<file path="config.mk">
export PLATFORM = sky130hd
export DESIGN_NAME = rr_arbiter4_flat
export DESIGN_NICKNAME = d
export VERILOG_FILES = /design/src/rtl/rr_arbiter4_if.sv /design/src/rtl/rr_arbiter4.sv /design/src/flat_wrapper.sv
export SDC_FILE = /design/constraint.sdc
export NUM_CORES = 1
export LEC_CHECK = 0
export CAP_MARGIN = 20
export CORE_MARGIN = 4
export CORE_UTILIZATION = 45
export CTS_BUF_LIST = sky130_fd_sc_hd__clkbuf_4
export CTS_CLUSTER_SIZE = 14
export DETAILED_ROUTE_END_ITERATION = 10
export PLACE_DENSITY = 0.71
export SETUP_SLACK_MARGIN = 0.05
export SLEW_MARGIN = 10
export SYNTH_ARGS = -nofsm -noshare
export SYNTH_HDL_FRONTEND = slang
export SYNTH_SLANG_ARGS = --single-unit
</file>
<file path="constraint.sdc">
create_clock -name clk -period 2.25 [get_ports clk]
set_clock_uncertainty 0.1 [all_clocks]
set_input_delay 0.45 -clock clk [delete_from_list [all_inputs] [get_ports clk]]
set_output_delay 0.45 -clock clk [all_outputs]
set_load 0.05 [all_outputs]
</file>
<file path="src/rtl/rr_arbiter4_if.sv">
// Request/grant bundle between the four bus masters and the round-robin arbiter.
// The master side drives requests and enable; the slave side (arbiter) returns the grant.
interface rr_arbiter4_if;
    logic       en;
    logic [3:0] req;
    logic [1:0] gnt_idx;
    logic       gnt_valid;
    logic       preempt;

    modport master (
        output en,
        output req,
        input  gnt_idx,
        input  gnt_valid,
        input  preempt
    );

    modport slave (
        input  en,
        input  req,
        output gnt_idx,
        output gnt_valid,
        output preempt
    );
endinterface

</file>
<file path="src/rtl/rr_arbiter4.sv">
// Four-requester round-robin arbiter with grant lock; gnt_idx feeds the grant decoder.
// Optional forced rotation after HOLD_MAX grant cycles is enabled by macro ARB_MAX_HOLD_EN.
module rr_arbiter4 #(
    parameter int HOLD_MAX = 16
) (
    input  logic         clk,
    input  logic         rst_n,
    rr_arbiter4_if.slave bus
);

    typedef enum logic {IDLE = 1'b0, GRANT = 1'b1} state_t;

    state_t     state_reg, state_next;
    logic [1:0] ptr_reg, ptr_next;
    logic [1:0] gnt_idx_reg, gnt_idx_next;
    logic       gnt_valid_reg, gnt_valid_next;
    logic       preempt_reg, preempt_next;

    logic [3:0] owner_oh;
    logic [3:0] others;
    logic       owner_req;
    logic       forced;
    logic       release_now;

    generate
        if (HOLD_MAX < 2 || HOLD_MAX > 255) begin : g_hold_range_check
            $error("rr_arbiter4: HOLD_MAX must be within 2..255");
        end
    endgenerate

    genvar gi;
    generate
        for (gi = 0; gi < 4; gi++) begin : g_owner
            assign owner_oh[gi] = (gnt_idx_reg == 2'(gi));
        end
    endgenerate

    // First set bit scanning ptr+1, ptr+2, ptr+3, ptr; the pointer itself is last.
    function automatic logic [1:0] pick(input logic [3:0] r, input logic [1:0] p);
        logic [1:0] idx;
        logic       found;
        pick  = p;
        found = 1'b0;
        for (int k = 1; k <= 4; k++) begin
            idx = p + 2'(k);
            if (!found && r[idx]) begin
                pick  = idx;
                found = 1'b1;
            end
        end
    endfunction

    assign owner_req = bus.req[gnt_idx_reg];
    assign others    = bus.req & ~owner_oh;

`ifdef ARB_MAX_HOLD_EN
    logic [7:0] hold_cnt_reg, hold_cnt_next;

    assign forced = (state_reg == GRANT) && owner_req && (hold_cnt_reg == 8'(HOLD_MAX - 1));

    // Any path out of a plain hold (new grant, forced keep, return to idle) restarts the count.
    always_comb begin
        hold_cnt_next = 8'd0;
        if (state_reg == GRANT && !release_now) begin
            hold_cnt_next = hold_cnt_reg + 8'd1;
        end
    end

    always_ff @(posedge clk or negedge rst_n) begin
        if (!rst_n) begin
            hold_cnt_reg <= 8'd0;
        end else begin
            hold_cnt_reg <= hold_cnt_next;
        end
    end
`else
    assign forced = 1'b0;
`endif

    assign release_now = !owner_req || forced;

    always_comb begin
        state_next     = state_reg;
        ptr_next       = ptr_reg;
        gnt_idx_next   = gnt_idx_reg;
        gnt_valid_next = gnt_valid_reg;
        preempt_next   = 1'b0;
        case (state_reg)
            IDLE: begin
                if (bus.en && |bus.req) begin
                    gnt_idx_next   = pick(bus.req, ptr_reg);
                    gnt_valid_next = 1'b1;
                    state_next     = GRANT;
                end else begin
                    gnt_valid_next = 1'b0;
                end
            end
            GRANT: begin
                if (release_now) begin
                    ptr_next = gnt_idx_reg;
                    // Owner is masked out, so it cannot win back-to-back even when forced.
                    if (bus.en && |others) begin
                        gnt_idx_next = pick(others, gnt_idx_reg);
                        preempt_next = forced;
                    end else if (!forced) begin
                        state_next     = IDLE;
                        gnt_valid_next = 1'b0;
                    end
                end
            end
            default: begin
                state_next     = IDLE;
                gnt_valid_next = 1'b0;
            end
        endcase
    end

    always_ff @(posedge clk or negedge rst_n) begin
        if (!rst_n) begin
            state_reg     <= IDLE;
            ptr_reg       <= 2'd3;
            gnt_idx_reg   <= 2'd0;
            gnt_valid_reg <= 1'b0;
            preempt_reg   <= 1'b0;
        end else begin
            state_reg     <= state_next;
            ptr_reg       <= ptr_next;
            gnt_idx_reg   <= gnt_idx_next;
            gnt_valid_reg <= gnt_valid_next;
            preempt_reg   <= preempt_next;
        end
    end

    assign bus.gnt_idx   = gnt_idx_reg;
    assign bus.gnt_valid = gnt_valid_reg;
    assign bus.preempt   = preempt_reg;

endmodule

</file>
<file path="src/flat_wrapper.sv">
// flat-port wrapper written by rule: the top's interface ports become plain ports
module rr_arbiter4_flat 
#(
    parameter int HOLD_MAX = 16
)
  (clk, rst_n, bus_en, bus_req, bus_gnt_idx, bus_gnt_valid, bus_preempt);
  rr_arbiter4_if bus_i ();
  input  logic clk;
  input  logic rst_n;
  input wire logic [$bits(bus_i.en)-1:0] bus_en;
  input wire logic [$bits(bus_i.req)-1:0] bus_req;
  output wire logic [$bits(bus_i.gnt_idx)-1:0] bus_gnt_idx;
  output wire logic [$bits(bus_i.gnt_valid)-1:0] bus_gnt_valid;
  output wire logic [$bits(bus_i.preempt)-1:0] bus_preempt;
  assign bus_i.en = bus_en;
  assign bus_i.req = bus_req;
  assign bus_gnt_idx = bus_i.gnt_idx;
  assign bus_gnt_valid = bus_i.gnt_valid;
  assign bus_preempt = bus_i.preempt;
  rr_arbiter4 #(.HOLD_MAX(HOLD_MAX)) u_core (.clk(clk), .rst_n(rst_n), .bus(bus_i));
endmodule
</file>
**After elaboration in Yosys (flattened, before gate mapping)**

Cells that the tools add are included.

- $add $sub $neg: 6
- $lt $le $gt $ge: 8
- Eq/ne operators: 9
- Multiplexer cells: 58
- Bitwise operators: 4
- Reductions and logical operators: 20

Operators by type and width:

| cell | count |
|---|---|
| $mux W1 | 35 |
| $lt A2 B3 Y1 const B | 8 |
| $mux W2 | 11 |
| $bmux W1 S2 | 9 |
| $add A2 B2 Y2 const B | 4 |
| $logic_and A1 B1 Y1 | 8 |
| $ne A2 B2 Y1 const B | 4 |
| $reduce_or A4 Y1 | 2 |
| $logic_not A1 Y1 | 6 |
| $reduce_and A5 Y1 | 1 |
| $add A2 B1 Y2 const B | 2 |
| $and A4 B4 Y4 | 1 |
| $eq A2 B2 Y1 const B | 2 |
| $ne A4 B4 Y1 const B | 1 |
| $not A4 Y4 | 1 |
| $pmux W1 S2 | 2 |
| $pmux W2 S2 | 1 |
| $reduce_and A2 Y1 | 2 |
| $eq A2 B1 Y1 const B | 1 |
| $logic_not A2 Y1 | 1 |
| $ne A2 B1 Y1 const B | 1 |
| $not A1 Y1 | 2 |

- Register bits after elaboration: 6
- Output and inout port bits: 4
- Word-level logic and storage cells: 109

**Longest topological paths before layout**

Gate-level depths: netlist of run 1.

- Depth in word-level cells: 27
- Mapped depth: 8

**Worst setup path after synthesis of run 1**

No wires, ideal clock.

- Path kind: register to register
- Start: register u_core.gnt_idx_reg[0] (netlist: u_core.bus.gnt_idx[0])
- End: register u_core.gnt_idx_reg[0] (netlist: u_core.bus.gnt_idx[0])
- Setup time: 0.128 ns
- Data arrival time: 2.395 ns
- Data required time: 2.022 ns
- Setup slack: -0.373 ns
- Stages on the path, launching flop included: 9
- Period minus slack after synthesis: 2.623 ns
- Path through: dfrtp_1 > buf_2 > inv_2 > ha_1 > nand2b_2 > mux4_2 > a2111oi_4 > a21boi_1 > a2bb2oi_2

- Word-level cells in the longest chain between the ends: 25
- Elaborated cells between the ends (all ways): 51
- Those cells by class: add/sub: 3; eq/ne: 7; mux: 29; bitwise: 2; reduce/logical: 10

Ends and longest elaborated chain:

| item | line | RTL |
|---|---|---|
| start, declared | rr_arbiter4.sv:15 | `logic [1:0] gnt_idx_reg, gnt_idx_next;` |
| start signal, assigned | rr_arbiter4.sv:128 | `gnt_idx_reg <= gnt_idx_next;` |
| $eq A2 B1 Y1, or another cell as far along | rr_arbiter4.sv:34 | `assign owner_oh[gi] = (gnt_idx_reg == 2'(gi));` |
| $not A4 Y4 | rr_arbiter4.sv:54 | `assign others = bus.req & ~owner_oh;` |
| $and A4 B4 Y4 | rr_arbiter4.sv:54 |  |
| $bmux W1 S2 | rr_arbiter4.sv:46 | `if (!found && r[idx]) begin` |
| $mux W1 (implied by the code) | rr_arbiter4.sv:46 |  |
| $mux W1 | rr_arbiter4.sv:46 |  |
| $mux W1 | rr_arbiter4.sv:102 | `if (bus.en && \|others) begin` |
| $mux W1 | rr_arbiter4.sv:99 | `if (release_now) begin` |
| (+9 left out) | n/a |  |
| $mux W1 | rr_arbiter4.sv:46 |  |
| $mux W1 | rr_arbiter4.sv:102 |  |
| $mux W1 | rr_arbiter4.sv:99 |  |
| $mux W1 | rr_arbiter4.sv:88 | `case (state_reg)` |
| $logic_not A1 Y1 | rr_arbiter4.sv:46 |  |
| $logic_and A1 B1 Y1 | rr_arbiter4.sv:46 |  |
| $ne A2 B2 Y1 (no source line) | n/a |  |
| $reduce_and A5 Y1 (no source line) | n/a |  |

Parallel ways exist; a longest one is shown, timed or not. The select of a mux whose other input is x is not followed.
A chain may end at the register's enable or synchronous reset.

**Worst setup path in the final report of run 1**

- Start: register u_core.gnt_idx_reg[1] (netlist: u_core.bus.gnt_idx[1])
- End: register u_core.gnt_idx_reg[0] (netlist: u_core.bus.gnt_idx[0])

Same word-level chain as after synthesis.

==> impl_metrics.yaml, run 1 <==
timing:
  finalCritPeriodShare_pct: 93.20
  worstMarginPinSlew_ns: 0.5020
  drv_slew: 0
  layout_min_cycle_time_ns: 2.097
  hold_viol: 0
  setup_slack_ns: 0.1529
  setup_viol: 0
  maxSlewHeadroom_pct: 66.48
  rsz0062_at_grt: "no"
  clock.fmax_mhz: 476.8
global_route:
  antenna_found_initial: 0
  track_usage_pct: 16.88
  grt_max_degree: 13
  grt_pass1_wl_um: 2532
  grt_pass1_vias: 554
  overflow: 0
route:
  antenna_left: 0
  vias: 622
  drcViolationCount: 0
  detail_route.wl_per_cell_um: 13.61
  drt-initial-drc-count: 12
  viasPerCell: 5.655
  drt-total-wl_um: 1497
  drt_pass1_iterations: 4
cts:
  root_buffer: "clkbuf_4"
  cts_buffers: 3
  htreeDepth: 1
  clock_path_buffers: 2
  clock_latency_ns: 0.25
  cts_sinks: 6
  clk_pin_slew_ns: 0.05
  cts_tree: "yes"
logic_synthesis:
  synth_area_um2: 631.9
  netlist_instances: 71
  yosys-top-cells-area: "dfrtp_1, dfstp_2, ha_1"
  syn_nets: 82
  synth.distinct_cells: 36
  ys_seq_area_share_pct: 24.16
  ys_ff_latch: 6
  synth_top_cell_by_area: "dfrtp_1"
  syn_area_per_cell_um2: 8.899
  synth-warning-count: 0
  synth_top_area_share_pct: 15.84
setup_path:
  crit_arrival_ns: 2.12
  rrSetupSlack_ns: 0.15
  r2r_start: "u_core.bus.gnt_idx[1]$_DFFE_PN0P_"
  cp_cell_sequence: "inv_1 -> ha_1 -> nand2b_2 -> mux4_2 -> a2111oi_4 -> a21boi_1 -> a2bb2oi_2"
  cp_slowest_cell: "mux4_2"
  critPathCaptureType: "register"
  critPathRequiredTime_ns: 2.27
  max_stage_delay_ns: 0.50
  reg2regPathDepth: 7
  r2r_end: "u_core.bus.gnt_idx[0]$_DFFE_PN0P_"
  critPathMaxFanout: 4
  cp-start-kind: "register"
  crit_type: "reg -> reg"
placement:
  gp_congestion: 0.7973
  dp_hpwl_um: 1224
  placed_cells: 106
  io_buffers: 9
  placed_area_um2: 828.3
  pre_cts_slack_ns: -0.03385
power_and_ir_drop:
  p_total_mw: 1.202
  peakVddDrop_v: 0.0008607
  power_density_mw_per_mm2: 1396
  power_leakage_nw: 0.3834
die:
  die_width_um: 45.47
  core_mm2: 0.001318
  io_pins: 11
  rows: 13
  die_area_mm2: 0.002068
  initial_core_util_pct: 47.96
  die_y_um: 45.47
layout:
  fillers: 112
  design_area_um2: 860.8
  n_antenna_cell: 0
  seq_area_um2: 155.1
  stdcell_count: 110
  area_delta_synth_final_pct: 36.24
  drive_gt1_share_pct: 33.68
  fin_nets: 107
  multi_input_comb_area_um2: 439.2
run:
  cap_violations: 0
outcome:
  status: "complete, no violations"
worst_hold_path:
  hold_path_class: "in -> async"
[layout by cell type, fill, tap and decap left out, drive strengths merged]
cell,n
nand2,4
o2111ai,1
nor4,1
dlymetal6s2s,1
a21oi,2
buf,15
a21o,3
mux2,4
o221ai,1
o32ai,1
o211ai,2
a21boi,1
a2111oi,1
nand2b,5
clkbuf,4
clkdlybuf4s50,7
a31oi,1
a41oi,2
ha,4
inv,6
nor3b,1
or2b,1
mux4,1
o22ai,1
a221oi,1
nor2,4
dfstp,2
o21a,1
a2bb2oi,1
o21bai,1
conb,1
o21ai,4
nand3b,1
dfrtp,4
nor3,5
[through the flow]
stage | TNS (ns) | hold slack [ns] | util (%)
CTS | 0 | 0.3360 | 65.15
floorplan | -0.08556 | 0.05441 | -
global route | 0 | 0.3350 | 65.34
detailed placement | -0.03385 | 0.3831 | 62.87
global placement | -0.01555 | 0.3768 | 62.87
finish | 0 | 0.3380 | 65.34
[worst max path at each step]
stage,start,to,cells after the start
floorplan,u_core.bus.gnt_idx[0]$_DFFE_PN0P_,u_core.bus.gnt_idx[0]$_DFFE_PN0P_,8
CTS,u_core.bus.gnt_idx[1]$_DFFE_PN0P_,bus_gnt_idx[1],2
global route,u_core.bus.gnt_idx[1]$_DFFE_PN0P_,u_core.bus.gnt_idx[0]$_DFFE_PN0P_,7
detailed placement,bus_req[0],u_core.bus.gnt_idx[0]$_DFFE_PN0P_,6
global placement,bus_req[2],u_core.bus.gnt_idx[0]$_DFFE_PN0P_,7
finish,u_core.bus.gnt_idx[1]$_DFFE_PN0P_,u_core.bus.gnt_idx[0]$_DFFE_PN0P_,7
[Yosys cell counts]
cell	n
o21bai_1	1
mux2_2	3
a2bb2oi_2	1
buf_4	1
o22ai_1	1
a2111oi_4	1
inv_1	5
nand2_1	4
a21boi_1	1
mux2_1	1
dfrtp_1	4
ha_1	4
a41oi_1	2
nand2b_2	2
buf_2	2
nand3b_1	1
or2b_1	1
nor4_1	1
nand2b_1	3
o2111ai_1	1
nor3_1	5
nor2_1	4
conb_1	1
dfstp_2	2
a21oi_1	2
nor3b_1	1
o21a_1	1
o221ai_1	1
a21o_1	3
a221oi_1	1
o21ai_0	4
o32ai_1	1
mux4_2	1
inv_2	1
a31oi_1	1
o211ai_1	2
[routing by layer]
layer | vias up | global-route usage, % | share of wire, %
met5 | - | 0 | 0
met4 | 0 | 3.509 | 0.60
met1 | 294 | 23.43 | 46
li1 | 313 | - | -
met2 | 13 | 24.79 | 48
met3 | 2 | 6.324 | 4.9
[logic make-up after synthesis]
logic type	Yosys count	share of synthesized area, %
muxes	5	10.69
AOI/OAI and AO/OA	24	31.29
and+or+nand+nor	22	19.01
buffers and inverters	9	6.337
DFF	6	24.16
other	1	0.5935
adders and majority gates	4	7.921
[report_power, final]
group / switching, mW / leakage (nW) / internal (mW)
Clock: 0.0420 / 0.0184 / 0.0794
Combinational: 0.445 / 0.299 / 0.386
Sequential: 0.0676 / 0.0660 / 0.181
[repair_timing]
item,CTS,global route
hold endpoints to repair,0,0
gates resized for setup,0,1
endpoints found under the setup margin,0,1
buffers inserted,0,0
hold buffers,0,0
[area by class of cell]
type	instances	share of cell area (%)
Sequential cell	6	18.02
Multi-Input combinational cell	56	51.02
Tap cell	15	2.180
Clock buffer	4	3.488
Inverter	6	2.616
Timing Repair Buffer	23	22.67
[worst max-delay path, delay by kind of cell (launching register included)]
kind	cells	cell delay (ns)
and+or+nand+nor	1	0.18
adders and majority gates	1	0.20
buffers and inverters	1	0.11
DFF	1	0.40
AOI/OAI and AO/OA	3	0.49
muxes	1	0.50
Power figures use the tool's default switching activity.
==> run 2, diff against run 1 <==
==> constraint.sdc (replaced) <==
create_clock -name clk -period 2.25 [get_ports clk]
set_clock_uncertainty 0.1 [all_clocks]
set_input_delay 0.3375 -clock clk [delete_from_list [all_inputs] [get_ports clk]]
set_output_delay 0.3375 -clock clk [all_outputs]
set_load 0.05 [all_outputs]
==> impl_metrics.yaml, run 2 (synthesized netlist as in run 1, its figures left out) <==
outcome:
  status: "complete, no violations"
timing:
  setup_slack_ns: 0.1496
  layout_min_cycle_time_ns: 2.100
  worstMarginPinSlew_ns: 0.5003
  clock.fmax_mhz: 476.1
  setup_viol: 0
  finalCritPeriodShare_pct: 93.35
  hold_viol: 0
  rsz0062_at_grt: "no"
  setup_tns_ns: 0
  drv_slew: 0
  maxSlewHeadroom_pct: 66.54
cts:
  clock_latency_ns: 0.25
  cts_sinks: 6
  post_cts_resized: 0
  htreeDepth: 1
  post_cts_buffers: 0
  clk_pin_slew_ns: 0.05
  cts_tree: "yes"
  clock_path_buffers: 2
  holdBufCountCts: 0
  cts_buffers: 3
  root_buffer: "clkbuf_4"
global_route:
  grt.met3_usage_pct: 7.115
  track_usage_pct: 16.57
  grt_max_degree: 11
  overflow: 0
  gr-usage-met2_pct: 23.12
  use_met1_pct: 23.24
  grt_pass1_vias: 557
  grt_pass1_wl_um: 2477
  antenna_found_initial: 0
  grt.busiest_layer: "met1"
power_and_ir_drop:
  power_density_mw_per_mm2: 1447
  power_leakage_nw: 0.3705
  peakVddDrop_v: 0.0008977
  p_total_mw: 1.231
setup_path:
  r2r_start: "u_core.bus.gnt_idx[1]$_DFFE_PN0P_"
  crit_family: "multiplexers"
  crit_type: "reg -> reg"
  cp_cell_sequence: "inv_1 -> ha_1 -> nand2b_2 -> mux4_2 -> a2111oi_4 -> a21boi_1 -> a2bb2oi_2"
  crit_buf_inv: 1
  reg2regPathDepth: 7
  rrSetupSlack_ns: 0.15
  crit_arrival_ns: 2.13
  cp-start-kind: "register"
  cp_slowest_cell: "mux4_2"
  startpoint: "u_core.bus.gnt_idx[1]$_DFFE_PN0P_"
  r2r_end: "u_core.bus.gnt_idx[0]$_DFFE_PN0P_"
  critPathMaxFanout: 4
  critPathRequiredTime_ns: 2.28
  max_stage_delay_ns: 0.50
  critical_path_depth: 7
  critPathCaptureType: "register"
  crit_end: "u_core.bus.gnt_idx[0]$_DFFE_PN0P_"
route:
  vias: 632
  drt-total-wl_um: 1534
  drcViolationCount: 0
  antenna_left: 0
  viasPerCell: 5.798
  drt-initial-drc-count: 20
  drt_pass1_iterations: 4
  detail_route.wl_per_cell_um: 14.07
layout:
  mostFrequentLayoutCell: "buf_4"
  area_delta_synth_final_pct: 34.65
  fin_nets: 106
  drive_gt1_share_pct: 32.98
  final_cell_mix: "buf_4, clkdlybuf4s50_1, inv_1, nor3_1"
  n_antenna_cell: 0
die:
  rows: 13
  die_y_um: 45.47
  io_pins: 11
  die_area_mm2: 0.002068
  initial_core_util_pct: 47.96
  die_width_um: 45.47
  core_mm2: 0.001318
placement:
  dp_hpwl_um: 1172
  gp_congestion: 0.9100
  io_buffers: 9
  pre_cts_slack_ns: 0.09073
worst_hold_path:
  hold_path_class: "in -> async"
run:
  cap_violations: 0
==> run 2: changes by cell type in the layout (fill, tap and decap cells not counted) <==
| cell | delta |
|---|---|
| buf_4 | -1 |
| dlymetal6s2s_1 | -1 |
| clkdlybuf4s50_1 | +1 |
==> run 2: worst min-delay path by stage <==
stage / end / slack (ns)
5_1_grt: u_core.bus.gnt_valid$_DFFE_PN0P_ / 0.23
3_3_place_gp: u_core.bus.gnt_valid$_DFFE_PN0P_ / 0.38
2_1_floorplan: u_core.bus.gnt_idx[0]$_DFFE_PN0P_ / -0.06
4_1_cts: u_core.bus.gnt_idx[0]$_DFFE_PN0P_ / 0.23
6_report: u_core.bus.gnt_idx[0]$_DFFE_PN0P_ / 0.23
3_5_place_dp: u_core.bus.gnt_valid$_DFFE_PN0P_ / 0.38
==> run 2: layout make-up <==
cell class              instances  area [um2]
repair buffers                 22       185.2
flip-flops and latches          6       155.1
fillers                       118       466.7
multi-input cells              56       439.2
well taps                      15       18.77
clock buffers                   4       30.03
inverters                       6       22.52
==> run 2: layer usage <==
metal	up-vias	part of all wire [%]
met4	0	0
met2	31	46
met5	-	0
li1	312	-
met1	289	47
met3	0	7.4
==> run 2: through the flow <==
step,area (um2),std cells,hold WS (ns),util [%]
6_report,850.8,109,0.2293,64.58
5_1_grt,850.8,109,0.2329,64.58
4_1_cts,820.8,105,0.2346,62.30
3_5_place_dp,790.8,101,0.3830,60.02
3_3_place_gp,790.8,101,0.3790,60.02
2_1_floorplan,640.6,71,-0.05809,-
==> run 2: report_power, final <==
part	internal, mW	switching, mW
Combinational	0.397	0.459
Clock	0.0795	0.0427
Sequential	0.181	0.0716
